--- src/rtl/immgen_pkg.sv ---
// Shared types for the RV32I immediate generator: format tags, opcode constants
// and the shift-funct3 helper.
package immgen_pkg;

    typedef enum logic [2:0] {
        FMT_NONE = 3'd0,
        FMT_R    = 3'd1,
        FMT_I    = 3'd2,
        FMT_SH   = 3'd3,
        FMT_S    = 3'd4,
        FMT_B    = 3'd5,
        FMT_U    = 3'd6,
        FMT_J    = 3'd7
    } fmt_e;

    localparam logic [6:0] OP_LOAD  = 7'b0000011;
    localparam logic [6:0] OP_IMM   = 7'b0010011;
    localparam logic [6:0] OP_JALR  = 7'b1100111;
    localparam logic [6:0] OP_SYS   = 7'b1110011;
    localparam logic [6:0] OP_STORE = 7'b0100011;
    localparam logic [6:0] OP_BR    = 7'b1100011;
    localparam logic [6:0] OP_JAL   = 7'b1101111;
    localparam logic [6:0] OP_LUI   = 7'b0110111;
    localparam logic [6:0] OP_AUIPC = 7'b0010111;
    localparam logic [6:0] OP_REG   = 7'b0110011;

    // SLLI/SRLI/SRAI share OP_IMM but carry a shift amount instead of an immediate
    function automatic logic is_shift_f3(input logic [2:0] f3);
        return (f3 == 3'b001) || (f3 == 3'b101);
    endfunction

endpackage

--- src/rtl/immgen_decode.sv ---
// Combinational RV32I immediate decode: instruction word -> sign-extended
// immediate, format tag and illegal-opcode flag.
module immgen_decode
    import immgen_pkg::*;
#(
    parameter int Width = 32
) (
    input  logic [31:0]      instr,
    output logic [Width-1:0] imm,
    output fmt_e             fmt,
    output logic             illegal
);

    // Sign fill first, then overwrite the low bits each format defines
    always_comb begin
        imm     = {Width{instr[31]}};
        fmt     = FMT_NONE;
        illegal = 1'b0;
        case (instr[6:0])
            OP_LOAD, OP_JALR, OP_SYS: begin
                fmt       = FMT_I;
                imm[11:0] = instr[31:20];
            end
            OP_IMM: begin
                if (is_shift_f3(instr[14:12])) begin
                    fmt      = FMT_SH;
                    imm      = {Width{1'b0}};
                    imm[4:0] = instr[24:20];
                end else begin
                    fmt       = FMT_I;
                    imm[11:0] = instr[31:20];
                end
            end
            OP_STORE: begin
                fmt       = FMT_S;
                imm[11:0] = {instr[31:25], instr[11:7]};
            end
            OP_BR: begin
                fmt       = FMT_B;
                imm[12:0] = {instr[31], instr[7], instr[30:25], instr[11:8], 1'b0};
            end
            OP_JAL: begin
                fmt       = FMT_J;
                imm[20:0] = {instr[31], instr[19:12], instr[20], instr[30:21], 1'b0};
            end
            OP_LUI, OP_AUIPC: begin
                fmt       = FMT_U;
                imm[31:0] = {instr[31:12], 12'h000};
            end
            OP_REG: begin
                fmt = FMT_R;
                imm = {Width{1'b0}};
            end
            default: begin
                fmt     = FMT_NONE;
                imm     = {Width{1'b0}};
                illegal = 1'b1;
            end
        endcase
    end

endmodule

--- src/rtl/immgen_pipe.sv ---
// Registered RV32I immediate generator with a DEPTH-entry output FIFO behind
// valid/ready handshakes. Define IMMGEN_ILLEGAL_CNT_EN for the illegal_cnt port.
module immgen_pipe
    import immgen_pkg::*;
#(
    parameter int Width = 32,
    parameter int DEPTH = 2
`ifdef IMMGEN_ILLEGAL_CNT_EN
    ,
    parameter int CNT_W = 16
`endif
) (
    input  logic             clk,
    input  logic             reset,
    input  logic             in_valid,
    output logic             in_ready,
    input  logic [31:0]      In,
    output logic             out_valid,
    input  logic             out_ready,
    output logic [Width-1:0] out_imm,
    output fmt_e             out_fmt,
    output logic             out_illegal
`ifdef IMMGEN_ILLEGAL_CNT_EN
    ,
    output logic [CNT_W-1:0] illegal_cnt
`endif
);

    localparam int PTR_W = $clog2(DEPTH);
    localparam int CW    = $clog2(DEPTH + 1);

    logic [Width-1:0] dec_imm_s;
    fmt_e             dec_fmt_s;
    logic             dec_illegal_s;
    logic             push_s;
    logic             pop_s;

    logic [Width-1:0] imm_mem_r [DEPTH];
    fmt_e             fmt_mem_r [DEPTH];
    logic [DEPTH-1:0] ill_mem_r;
    logic [PTR_W-1:0] wr_ptr_r;
    logic [PTR_W-1:0] rd_ptr_r;
    logic [CW-1:0]    count_r;

    immgen_decode #(.Width(Width)) u_decode (
        .instr   (In),
        .imm     (dec_imm_s),
        .fmt     (dec_fmt_s),
        .illegal (dec_illegal_s)
    );

    // in_ready depends only on occupancy, so no path from out_ready
    assign in_ready  = (count_r != CW'(DEPTH));
    assign out_valid = (count_r != {CW{1'b0}});
    assign push_s    = in_valid && in_ready;
    assign pop_s     = out_valid && out_ready;

    // Pointer and occupancy bookkeeping; pointers wrap naturally since DEPTH is a power of 2
    always_ff @(posedge clk) begin
        if (reset) begin
            wr_ptr_r <= {PTR_W{1'b0}};
            rd_ptr_r <= {PTR_W{1'b0}};
            count_r  <= {CW{1'b0}};
        end else begin
            if (push_s) begin
                wr_ptr_r <= wr_ptr_r + PTR_W'(1);
            end
            if (pop_s) begin
                rd_ptr_r <= rd_ptr_r + PTR_W'(1);
            end
            case ({push_s, pop_s})
                2'b10:   count_r <= count_r + CW'(1);
                2'b01:   count_r <= count_r - CW'(1);
                default: count_r <= count_r;
            endcase
        end
    end

    // Entry storage; stale contents are masked by count so they need no reset
    always_ff @(posedge clk) begin
        if (push_s) begin
            imm_mem_r[wr_ptr_r] <= dec_imm_s;
            fmt_mem_r[wr_ptr_r] <= dec_fmt_s;
            ill_mem_r[wr_ptr_r] <= dec_illegal_s;
        end
    end

    // Head presentation, forced to zero while empty
    always_comb begin
        out_imm     = {Width{1'b0}};
        out_fmt     = FMT_NONE;
        out_illegal = 1'b0;
        if (out_valid) begin
            out_imm     = imm_mem_r[rd_ptr_r];
            out_fmt     = fmt_mem_r[rd_ptr_r];
            out_illegal = ill_mem_r[rd_ptr_r];
        end else begin
            out_imm     = {Width{1'b0}};
            out_fmt     = FMT_NONE;
            out_illegal = 1'b0;
        end
    end

`ifdef IMMGEN_ILLEGAL_CNT_EN
    logic [CNT_W-1:0] illegal_cnt_r;

    // Saturating count of accepted words carrying an unknown opcode
    always_ff @(posedge clk) begin
        if (reset) begin
            illegal_cnt_r <= {CNT_W{1'b0}};
        end else if (push_s && dec_illegal_s && (illegal_cnt_r != {CNT_W{1'b1}})) begin
            illegal_cnt_r <= illegal_cnt_r + CNT_W'(1);
        end else begin
            illegal_cnt_r <= illegal_cnt_r;
        end
    end

    assign illegal_cnt = illegal_cnt_r;
`endif

endmodule
--- config.mk ---
export PLATFORM = sky130hd
export DESIGN_NAME = immgen_pipe
export DESIGN_NICKNAME = d
export VERILOG_FILES = /design/src/rtl/immgen_pkg.sv /design/src/rtl/immgen_decode.sv /design/src/rtl/immgen_pipe.sv
export SDC_FILE = /design/constraint.sdc
export NUM_CORES = 1
export LEC_CHECK = 0
export ABC_CLOCK_PERIOD_IN_PS = 2940
export CORE_ASPECT_RATIO = 1.2
export CORE_UTILIZATION = 36
export CTS_CLUSTER_SIZE = 12
export DETAILED_ROUTE_END_ITERATION = 6
export SETUP_SLACK_MARGIN = 0.05
export SLEW_MARGIN = 20
export SYNTH_ARGS = -nofsm -noshare
export SYNTH_HDL_FRONTEND = slang
export SYNTH_SLANG_ARGS = --single-unit
--- constraint.sdc ---
create_clock -name clk -period 2.94 [get_ports clk]
set_input_delay 0.294 -clock clk [delete_from_list [all_inputs] [get_ports clk]]
set_output_delay 0.294 -clock clk [all_outputs]
set_load 0.02 [all_outputs]
==> reports/summary.txt <==
Fmax: 411 MHz
ys flop type: edfxtp_1
Synth top area share: 0.595
Worst Path Max Fanout: 14
Setup TNS Final: 0 ns
Hold Violations, Final: 0
# rows: 39
RSZ-0062 raised after global routing: false
Die H: 112 um
placed inst area: 4500 sq um
Pre-Repair DR Iteration Count: 4
GPL Wtd Cong: 0.771
Die W: 93.7 um
period utilization: 0.828
fraction of layout cells with a size suffix above 1: 0.138
largest net degree at the start of global routing: 37
Worst Tran Pin Value: 1.09 ns
CP max stage delay: 0.58 ns
Syn. warnings: 0
register-to-register setup slack: 1.25 ns
DRT iter0 DRCs: 147
Final Cell Area: 4790 sq um
Worst Setup End Kind: output pin
final wirelength: 7810 um
initial core utilization: 0.376
Min-Delay Path Class: flip-flop to flip-flop
clock slew at the register clock pins of the worst setup and hold paths: 0.05 ns
Cells after Synth: 281
Num CTS Buffers: 9
WP data arrival: 2.14 ns
post-CTS setup buffer count: 0
r2r startpoint: count_r[0]
Worst-Skew Late Latency: 0.33 ns
WL met1: 3460 um
Hold Crit Start: count_r[1]
Antenna Cells: 0
I/O pin cnt: 74
worst-path cell chain: buf_4 -> mux2i_1 -> nor2_1 -> clkdlybuf4s50_1
Clock Skew: 0.00554 ns
Root Driver: clkbuf_16
post_cts resized: 0
syn_nets: 318
crit path kind: flip-flop to output pin
FFs w/ async S/R, synth: 0
Leak: 0.00174 uW
mapped cell area: 3630 sq um
Met3 Routed Length: 293 um
Area Overhead vs Synth: 31.7%
Distinct cells, synth: 45
Slowest-stage cell, CP: dfxtp_2
top-count cell post-synth: edfxtp_1
Via-to-Cell Ratio: 4.99
register area share after synthesis: 0.622
peak supply drop: 0.386 mV
status: finished clean
most frequent cells after synthesis: edfxtp_1 (72), nor2_1 (45), mux2i_1 (36)
required time of the critical path: 2.65 ns
fin crit period: 2.44 ns
crit path launch type: flip-flop
Hold-fix buffers, CTS: 0
worst r2r path cells: 3
RR Endpoint: imm_mem_r[1][22]
Core ar.: 9660 sq um
Top Metal Used: met4
met2 wire length: 3890 um
largest area contributor in the netlist: edfxtp_1
relative slew slack: 0.265
Routed WL per cell: 16.1 um
Finish-stage setup viols: 0
port bufs: 73
gr usage total: 0.163
WHS Path Cells: 2
via total after detailed routing: 2419
max-slew violation count: 0
total gr overflow: 0
Die Area: 10500 sq um
number of global-route vias before repair: 2411
ANT nets after route: 0
worst hold endpoint: count_r[1]
PwrDens: 873 nW/um^2
Max clock buf depth: 2
hpwl dp: 5390 um
FF+latch count, synth: 77
initial antenna violation count: 0
CTS sink count: 77
DRC viols: 0
dominant cells by area after synthesis: edfxtp_1 (59%), mux2i_1 (9.9%), nor2_1 (4.6%)
CTS tree: built
maxcap violations: 0
Fill cells: 897
first-pass GRT wire length: 12700 um
EDFF count, synth: 72
Total Nets Final: 395
syn_area_per_cell: 12.9 sq um
htree depth: 3
[worst max-delay path by stage]
stage                           from                to  slack [ns]
after floorplan           count_r[0]   fmt_mem_r[0][0]        0.18
after global placement         In[6]  imm_mem_r[0][20]        0.45
after detailed placement       In[6]  imm_mem_r[0][20]        0.42
after CTS                  flip-flop        out_fmt[1]        0.47
after global routing       flip-flop        out_imm[4]        0.34
final                      flip-flop        out_fmt[1]        0.50
[cells in the final DEF, fill, tap and decap left out, types with 7 or more instances in the layout]
cell type and count:
nand2_1 11, edfxtp_1 72, nor2_1 44, buf_4 9, nand2_2 11, a21o_1 9, clkbuf_16 9, a21oi_1 14
mux2i_1 36, clkdlybuf4s50_1 73, and2_1 7
[metrics by stage]
stage,util,total power (uW),hold slack (ns),instances,worst slack [ns]
2_1_floorplan,-,2460,0.363,281,0.177
3_3_place_gp,0.466,3170,0.507,470,0.446
3_5_place_dp,0.466,3190,0.521,470,0.417
4_1_cts,0.495,4240,0.529,485,0.470
5_1_grt,0.495,4400,0.589,485,0.340
6_report,0.495,4180,0.528,485,0.505
[cell families after synthesis]
| kind of cell | synth area share |
|---|---|
| compound gates | 0.0885 |
| xor+xnor | 0.0145 |
| fa+ha+maj | 0.00344 |
| buf+inv | 0.0286 |
| flops | 0.622 |
| mux | 0.102 |
| simple gates | 0.140 |
[critical path, delay by kind of cell (launching register included)]
family / cells / cell delay [ns]
buffers and inverters: 2 / 0.90
flip-flops: 1 / 0.58
AND/OR/NAND/NOR: 1 / 0.06
multiplexers: 1 / 0.27
[report_power, final]
part | switching [uW] | leakage, uW | internal (uW)
Combinational | 894 | 0.000870 | 721
Clock | 395 | 0.000138 | 647
Sequential | 96.3 | 0.000729 | 1430
[per-layer routing]
metal	vias to the layer above	global-route usage
met3	14	0.0413
met2	58	0.260
met1	1165	0.210
met5	-	0
met4	0	0.0708
li1	1182	-
[sequential cells by signal, summed over array words and instances (netlist names), named ones only]
name / cells
imm_mem_r: 64
rd_ptr_r: 1
wr_ptr_r: 1
ill_mem_r: 2
count_r: 2
fmt_mem_r: 6
[cell type report]
class,count,area [sq um],area share
flip-flops and latches,77,2260,0.473
multi-input cells,185,1280,0.267
repair buffers,82,798,0.167
clock buffers,10,229,0.0478
well taps,123,154,0.0322
clock inverters,5,52.6,0.0110
inverters,3,11.3,0.00235
Note: power is estimated with default switching activity, not from simulation.
